==> config.mk <==
export PLATFORM = sky130hd
export DESIGN_NAME = lut3_sweep_ctrl_flat
export DESIGN_NICKNAME = d
export VERILOG_FILES = /design/src/rtl/lut3_pkg.sv /design/src/rtl/lut3_sweep_ctrl_if.sv /design/src/rtl/popcount8.sv /design/src/rtl/lut3_sweep_ctrl.sv /design/src/flat_wrapper.sv
export SDC_FILE = /design/constraint.sdc
export NUM_CORES = 1
export LEC_CHECK = 0
export CORE_MARGIN = 8
export CORE_UTILIZATION = 53
export CTS_BUF_LIST = sky130_fd_sc_hd__clkbuf_4 sky130_fd_sc_hd__clkbuf_8
export CTS_CLUSTER_DIAMETER = 40
export DETAILED_ROUTE_END_ITERATION = 12
export GPL_TIMING_DRIVEN = 0
export PLACE_DENSITY = 0.88
export SYNTH_ARGS = -nofsm -noshare
export SYNTH_HDL_FRONTEND = slang
export SYNTH_SLANG_ARGS = --single-unit
==> constraint.sdc <==
create_clock -name clk -period 3.9 [get_ports clk]
set_clock_uncertainty 0.1 [all_clocks]
set_input_delay 0.39 -clock clk [delete_from_list [all_inputs] [get_ports clk]]
set_output_delay 0.39 -clock clk [all_outputs]
set_load 0.02 [all_outputs]
==> src/rtl/lut3_pkg.sv <==
// Shared widths and FSM encoding for the 3-input truth-table sweep controller.
package lut3_pkg;
    localparam int IDX_W = 3;
    localparam int TBL_W = 8;
    localparam int CNT_W = 4;
    localparam int ERR_W = 4;

    localparam logic [1:0] ST_IDLE   = 2'd0;
    localparam logic [1:0] ST_RUN    = 2'd1;
    localparam logic [1:0] ST_FINISH = 2'd2;

    localparam logic [IDX_W-1:0] IDX_LAST = '1;
endpackage

==> src/rtl/lut3_sweep_ctrl_if.sv <==
// Sweep control/status bundle plus the stimulus/response pins to the gate under test.
interface lut3_sweep_ctrl_if;
    import lut3_pkg::*;

    logic             start;
    logic             abort;
    logic [TBL_W-1:0] expected;
    logic [IDX_W-1:0] lut_in;
    logic             lut_out;
    logic             busy;
    logic             done;
    logic [TBL_W-1:0] captured;
    logic [TBL_W-1:0] mismatch;
    logic [ERR_W-1:0] err_count;
    logic             pass;

    modport master (
        output start, abort, expected, lut_out,
        input  lut_in, busy, done, captured, mismatch, err_count, pass
    );

    modport slave (
        input  start, abort, expected, lut_out,
        output lut_in, busy, done, captured, mismatch, err_count, pass
    );
endinterface

==> src/rtl/popcount8.sv <==
// Combinational population count of an 8-bit vector (result 0..8).
module popcount8 (
    input  logic [7:0] data,
    output logic [3:0] count
);
    always_comb begin
        count = '0;
        for (int i = 0; i < 8; i++)
            count = count + {3'd0, data[i]};
    end
endmodule

==> src/rtl/lut3_sweep_ctrl.sv <==
// Walks lut_in through 0..7, captures the external gate's response and
// compares it against a golden truth table latched at start.
module lut3_sweep_ctrl
    import lut3_pkg::*;
#(
    parameter int SETTLE_CYCLES = 2
) (
    input  logic              clk,
    input  logic              rst_n,
    lut3_sweep_ctrl_if.slave  bus
);
    localparam logic [CNT_W-1:0] SETTLE_RELOAD = CNT_W'(SETTLE_CYCLES);

    logic [1:0]       state;
    logic [IDX_W-1:0] idx;
    logic [CNT_W-1:0] cnt;
    logic [TBL_W-1:0] exp_q;
    logic [TBL_W-1:0] cap_q;
    logic [TBL_W-1:0] cap_nxt;
    logic [TBL_W-1:0] mis_q;
    logic             pass_q;

    always_comb begin
        cap_nxt      = cap_q;
        cap_nxt[idx] = bus.lut_out;
    end

    always_ff @(posedge clk) begin
        if (!rst_n) begin
            state  <= ST_IDLE;
            idx    <= '0;
            cnt    <= '0;
            exp_q  <= '0;
            cap_q  <= '0;
            mis_q  <= '0;
            pass_q <= 1'b0;
        end else begin
            case (state)
                ST_IDLE: begin
                    if (bus.start && !bus.abort) begin
                        exp_q  <= bus.expected;
                        cap_q  <= '0;
                        mis_q  <= '0;
                        pass_q <= 1'b0;
                        idx    <= '0;
                        cnt    <= SETTLE_RELOAD;
                        state  <= ST_RUN;
                    end
                end
                ST_RUN: begin
                    if (bus.abort) begin
                        // Partial capture is kept; mismatch/pass stay cleared.
                        idx   <= '0;
                        cnt   <= '0;
                        state <= ST_IDLE;
                    end else if (cnt == '0) begin
                        cap_q <= cap_nxt;
                        if (idx == IDX_LAST) begin
                            mis_q  <= cap_nxt ^ exp_q;
                            pass_q <= (cap_nxt == exp_q);
                            idx    <= '0;
                            state  <= ST_FINISH;
                        end else begin
                            idx <= idx + 1'b1;
                            cnt <= SETTLE_RELOAD;
                        end
                    end else begin
                        cnt <= cnt - 1'b1;
                    end
                end
                ST_FINISH: state <= ST_IDLE;
                default:   state <= ST_IDLE;
            endcase
        end
    end

    assign bus.lut_in   = idx;
    assign bus.busy     = (state == ST_RUN);
    assign bus.done     = (state == ST_FINISH);
    assign bus.captured = cap_q;
    assign bus.mismatch = mis_q;
    assign bus.pass     = pass_q;

    popcount8 u_popcount (
        .data  (mis_q),
        .count (bus.err_count)
    );
endmodule

==> src/flat_wrapper.sv <==
// flat-port wrapper written by rule: the top's interface ports become plain ports
module lut3_sweep_ctrl_flat import lut3_pkg::*;
#(
    parameter int SETTLE_CYCLES = 2
)
  (clk, rst_n, bus_start, bus_abort, bus_expected, bus_lut_out, bus_lut_in, bus_busy, bus_done, bus_captured, bus_mismatch, bus_err_count, bus_pass);
  lut3_sweep_ctrl_if bus_i ();
  input  logic clk;
  input  logic rst_n;
  input wire logic [$bits(bus_i.start)-1:0] bus_start;
  input wire logic [$bits(bus_i.abort)-1:0] bus_abort;
  input wire logic [$bits(bus_i.expected)-1:0] bus_expected;
  input wire logic [$bits(bus_i.lut_out)-1:0] bus_lut_out;
  output wire logic [$bits(bus_i.lut_in)-1:0] bus_lut_in;
  output wire logic [$bits(bus_i.busy)-1:0] bus_busy;
  output wire logic [$bits(bus_i.done)-1:0] bus_done;
  output wire logic [$bits(bus_i.captured)-1:0] bus_captured;
  output wire logic [$bits(bus_i.mismatch)-1:0] bus_mismatch;
  output wire logic [$bits(bus_i.err_count)-1:0] bus_err_count;
  output wire logic [$bits(bus_i.pass)-1:0] bus_pass;
  assign bus_i.start = bus_start;
  assign bus_i.abort = bus_abort;
  assign bus_i.expected = bus_expected;
  assign bus_i.lut_out = bus_lut_out;
  assign bus_lut_in = bus_i.lut_in;
  assign bus_busy = bus_i.busy;
  assign bus_done = bus_i.done;
  assign bus_captured = bus_i.captured;
  assign bus_mismatch = bus_i.mismatch;
  assign bus_err_count = bus_i.err_count;
  assign bus_pass = bus_i.pass;
  lut3_sweep_ctrl #(.SETTLE_CYCLES(SETTLE_CYCLES)) u_core (.clk(clk), .rst_n(rst_n), .bus(bus_i));
endmodule
### Yosys cells after proc, flatten, opt, wreduce, memory -nomap -nowiden

Cells that the tools add are included.

* flip-flop bits (word level): 34
* input port bits: 13
* output and inout port bits: 26
* logic and storage cells: 73

* add/subtract/negate cells: 9
* magnitude comparators: 2
* equal/unequal tests: 11
* mux-type cells: 31
* bitwise operators: 1
* reduce and logical (&&, ||, !) cells: 12

Operator list (count)
* 8-bit two-way mux: 6
* 8-bit one-hot mux with 2 select lines: 2
* 4-bit by 1-bit adder with 4-bit output: 4
* 4-bit two-way mux: 4
* 3-bit two-way mux: 4
* 3-bit AND reduction: 3
* 8-bit bitwise mux: 1
* 8-bit == test: 1
* 2-bit two-way mux: 4
* 4-bit one-hot mux with 2 select lines: 1
* 8-bit bitwise XOR: 1
* 2-bit by 1-bit != test with 1-bit output (second input constant): 3
* 3-bit by 2-bit != test with 1-bit output (second input constant): 2
* 3-bit one-hot mux with 2 select lines: 1
* 1-bit two-way mux: 5
* 5-bit AND reduction: 1
* 3-bit by 1-bit adder with 4-bit output: 1
* 4-bit zero test: 1
* 3-bit by 4-bit less-than comparator with 1-bit output (second input constant): 1
* 4-bit != test (second input constant): 1
* 2-bit one-hot mux with 2 select lines: 1
* 4-bit AND reduction: 1
* 4-bit by 1-bit subtractor with 4-bit output (second input constant): 1
* 2-bit by 1-bit adder with 3-bit output: 1
* 14 further kinds: 15

### Logic depth before layout (Yosys ltp)

* word-level depth: 10
* depth in mapped cells: 9
* depth with buffers taken out: 9

### By module

Synthesis repeated with hierarchy kept, for this count alone.

* cell total of the unflattened synthesis: 222
* area, all modules: 1930.6 um2

Modules (own cells, without submodules)
* lut3_sweep_ctrl: instances 1, cells each 198, area each 1740.4 um2, seq. area each 680.7 um2
* popcount8: instances 1, cells each 24, area each 190.2 um2, seq. area each 0.0 um2

### Least setup slack after synthesis

OpenSTA, ideal clock, no wires.

* kind: register -> output
* start point: reg u_core.mis_q[0], in the netlist u_core.bus.mismatch[0]
* end point: out bus_err_count[2]
* arrival time: 2.859 ns
* data required time: 3.410 ns
* setup slack: 0.551 ns
* cell stages (with the launch flop): 10
* buffers on the path: 0
* path through: dfxtp_1 -> fa_1 -> inv_1 -> fa_1 -> fa_1 -> inv_1 -> ha_1 -> inv_1 -> fa_1 -> xnor2_1

* cells in the longest elaborated chain, start to end: 7

Ends and longest elaborated chain
* start, declared: RTL line lut3_sweep_ctrl.sv:20 `logic [TBL_W-1:0] mis_q;`
* start signal, assigned: RTL line lut3_sweep_ctrl.sv:59 `mis_q <= cap_nxt ^ exp_q;`
* 1-bit by 1-bit adder with 2-bit output: RTL line popcount8.sv:9 `count = count + {3'd0, data[i]};`
* 2-bit by 1-bit adder with 3-bit output: RTL line popcount8.sv:9
* 3-bit by 1-bit adder with 4-bit output: RTL line popcount8.sv:9
* 4-bit by 1-bit adder with 4-bit output (4 in a row): RTL line popcount8.sv:9
* end, declared: RTL line flat_wrapper.sv:19 `output wire logic [$bits(bus_i.err_count)-1:0] bus_err_count;`

Every way passes these cells.

### Final worst setup path

* start point: reg u_core.mis_q[0], in the netlist u_core.bus.mismatch[0]
* end point: out bus_err_count[3]

Same word-level chain as after synthesis.

==> run_results.csv <==
group,metric,value,unit
cts,clock-sinks,34,
floorplan,dieArea,5692,sq um
synthesis,syn_inst,221,
setup_path,cpMaxStageDelayCell,"clkdlybuf4s50_1",
sta,rsz0062_at_grt,"no",
floorplan,rows,21,
synthesis,syn-cell-area,1873,sq um
detailed_routing,post_drt_wl_per_cell,14.87,um
setup_path,crit_path_end_kind,"output port",
finish,nNetsFinal,289,
synthesis,synth_edf_count,0,
status,status,"finished, final reports clean",
power,p_int,0.5340,mW
worst_hold_path,hp-start,"u_core.exp_q[6]",
floorplan,io_pins,39,
place,post_dp_cell_area,2301,sq um
run,cap_viol_max_count,0,
power,p_per_area,294.6,nW/um^2
global_route,antenna_found_initial,0,
worst_hold_path,min_path_cells,2,
global_route,grt_pass1_vias,1724,
synthesis,synth-seq-cells,34,
setup_path,max_stage_delay,610,ps
synthesis,synth_warnings,0,
place,gp_congestion,0.8495,
synthesis,ys.flop_type,"dfxtp_1",
floorplan,core-area,3363,sq um
setup_path,cpMostUsedCell,"fa_1",
cts,post_cts.repair.setup_buffers,0,
setup_path,regToRegEndpoint,"u_core.bus.captured[1]",
synthesis,yosysMostFrequentCell,"dfxtp_1",
synthesis,synth.avg_cell_area,8.475,sq um
sta,worst_pin_slew,550.0,ps
finish,diodes,0,
setup_path,r2r_start,"u_core.cnt[0]",
synthesis,post_synth_num_cell_types,38,
place,hpwl,3.434,mm
sta,finalHoldViolCount,0,
setup_path,regToRegSetupSlack,1850,ps
synthesis,yosysTopAreaCellShare,36.34,%
synthesis,yosys-top-cells-area,"dfxtp_1 (36%), a21oi_1 (5.1%), mux2i_1 (4.8%), nand2_1 (4.8%), ha_1 (4.7%)",
cts,clk_pin_slew,100,ps
setup_path,path_class,"flop to output port",
synthesis,async_flop_share,0,%
finish,final_util,70.54,%
sta,setup_viol,0,
power,p_seq_share,51.1,%
floorplan,die_w,75.45,um
synthesis,synth_common_cells,"dfxtp_1 (34), nand2_1 (24), nor2_1 (22)",
finish,final_cell_area,2372,sq um
synthesis,synthesis.nets,245,
place,io_buffers,37,
power,p_leak,0.9043,nW
power,p_clk_share,38.2,%
cts,cts_tree,"done",
setup_path,path_cells,"fa_1 -> inv_1 -> fa_1 -> fa_1 -> inv_1 -> ha_1 -> a21oi_1 -> nor2b_1 -> clkdlybuf4s50_1",
setup_path,worstRegToRegCells,8,
cts,cts_inserted_buffers,5,
power,swShare,23.60,%
setup_path,cp-start-kind,"flop",
sta,relSlewSlack,63.33,%
cts,cts_root_buf,"clkbuf_4",
sta,period_share,94.64,%
detailed_routing,drt-total-wl,4.624,mm
floorplan,die_height,75.45,um
global_route,grt_usage,18.02,%
power,p_comb_share,10.7,%
worst_hold_path,min_delay_worst_endpoint,"u_core.exp_q[6]",
floorplan,start_util,55.69,%
setup_path,crit_required,3410,ps
synthesis,yosysSeqAreaShare,36.34,%
global_route,grt_remaining_overflow,0,
sta,tns,0,ps
cts,cts.path.max_buffers,2,
cts,htree_levels,2,
finish,drive_gt1_share,7.547,%
sta,fin_crit,3691,ps
worst_hold_path,hp-class,"flop to flop",
detailed_routing,viasPerCell,5.540,
global_route,grt_pass1_wl,7.928,mm
global_route,grt_start_max_net_pins,12,
detailed_routing,drc,0,
finish,area_delta_synth_final,26.65,%
power,switching_power,0.1649,mW
detailed_routing,first_pass_iters,4,
detailed_routing,drtIter0Drc,142,
cts,clk_latency,340,ps
sta,fmax,270.9,MHz
power,finalPower,0.6990,mW
sta,whs,373.3,ps
detailed_routing,vias,1723,
setup_path,worst-path-max-fanout,3,
setup_path,critPathArrivalTime,3200,ps
power,ir_worst_vdd,0.2189,mV
synthesis,synth_top_cell_by_area,"dfxtp_1",
detailed_routing,antenna_left,0,
sta,slew_viol_final,0,
-- repair_timing --
item / in CTS / in global routing
hold buffers: 0 / 0
resized for setup: 2 / 4
endpoints found under the setup margin: 2 / 2
-- how the worst max path moves through the flow --
stage                                       from               end  slack (ps)  cells past startpoint
after floorplan           u_core.bus.mismatch[0]  bus_err_count[2]         550                      9
after global placement    u_core.bus.mismatch[0]  bus_err_count[2]         180                     10
after detailed placement  u_core.bus.mismatch[0]  bus_err_count[2]         150                     10
after CTS                 u_core.bus.mismatch[0]  bus_err_count[2]          50                     10
after global routing      u_core.bus.mismatch[0]  bus_err_count[3]          10                      9
final                     u_core.bus.mismatch[0]  bus_err_count[3]         210                      9
-- cells in the final DEF, fill, tap and decap left out, drive strengths merged, types with 5 or more instances in the layout --
cell type       n
nor2           23
o21ai          11
buf             6
clkbuf         13
nand2          24
dfxtp          34
a22oi           8
nor3            6
xnor2           5
nand3           9
a21oi          20
mux2i           9
ha              7
inv            14
clkdlybuf4s50  35
-- worst max-delay path: cells and delay by family, from the launching register on --
family	cells	cell delay [ps]
fa+ha+maj	4	1610
buf+inv	3	740
flops	1	350
simple gates	1	100
compound gates	1	70
-- stage by stage --
step	setup WS, ps	std cells
6_report	209.1	311
5_1_grt	12.92	311
4_1_cts	47.03	311
3_5_place_dp	147.4	304
3_3_place_gp	177.6	304
2_1_floorplan	551.2	221
-- sequential cells by signal, indices dropped and copies added, names as in the netlist --
register,cells
u_core.bus.pass,1
u_core.bus.captured,8
u_core.bus.lut_in,3
u_core.state,2
u_core.bus.mismatch,8
u_core.cnt,4
u_core.exp_q,8
-- per-layer routing --
metal	wire, um	part of all wire (%)	track usage [%]
met4	109	2.4	8.529
met2	2303	50	30.20
met1	1939	42	21.24
met5	0	0	0
met3	272	5.9	4.079
-- power by group through the flow --
| stage | sequential (mW) | combinational (mW) | clock [mW] |
|---|---|---|---|
| 3_3_place_gp | 0.365 | 0.0715 | 0 |
| 5_1_grt | 0.358 | 0.0827 | 0.291 |
| 3_5_place_dp | 0.365 | 0.0734 | 0 |
| 2_1_floorplan | 0.365 | 0.0465 | 0 |
| 6_report | 0.357 | 0.0747 | 0.267 |
| 4_1_cts | 0.357 | 0.0742 | 0.271 |
-- logic make-up after synthesis --
| family | after synthesis | synth area share, % |
|---|---|---|
| and+or+nand+nor | 84 | 23.18 |
| DFF | 34 | 36.34 |
| AOI/OAI and AO/OA | 48 | 15.63 |
| xor gates and xnor gates | 9 | 4.208 |
| adders and majority gates | 11 | 8.951 |
| buffers and inverters | 25 | 6.279 |
| muxes | 10 | 5.411 |
-- cell type report --
type | instances | area (sq um)
clock inverter | 1 | 30.03
fill | 281 | 991.0
buffer | 11 | 65.06
timing repair buffer | 37 | 360.3
tap | 46 | 57.56
clock buffer | 6 | 51.30
inverter | 14 | 52.55
sequential | 34 | 680.7
multi-input combinational | 162 | 1075
Power figures use the tool's default switching activity.
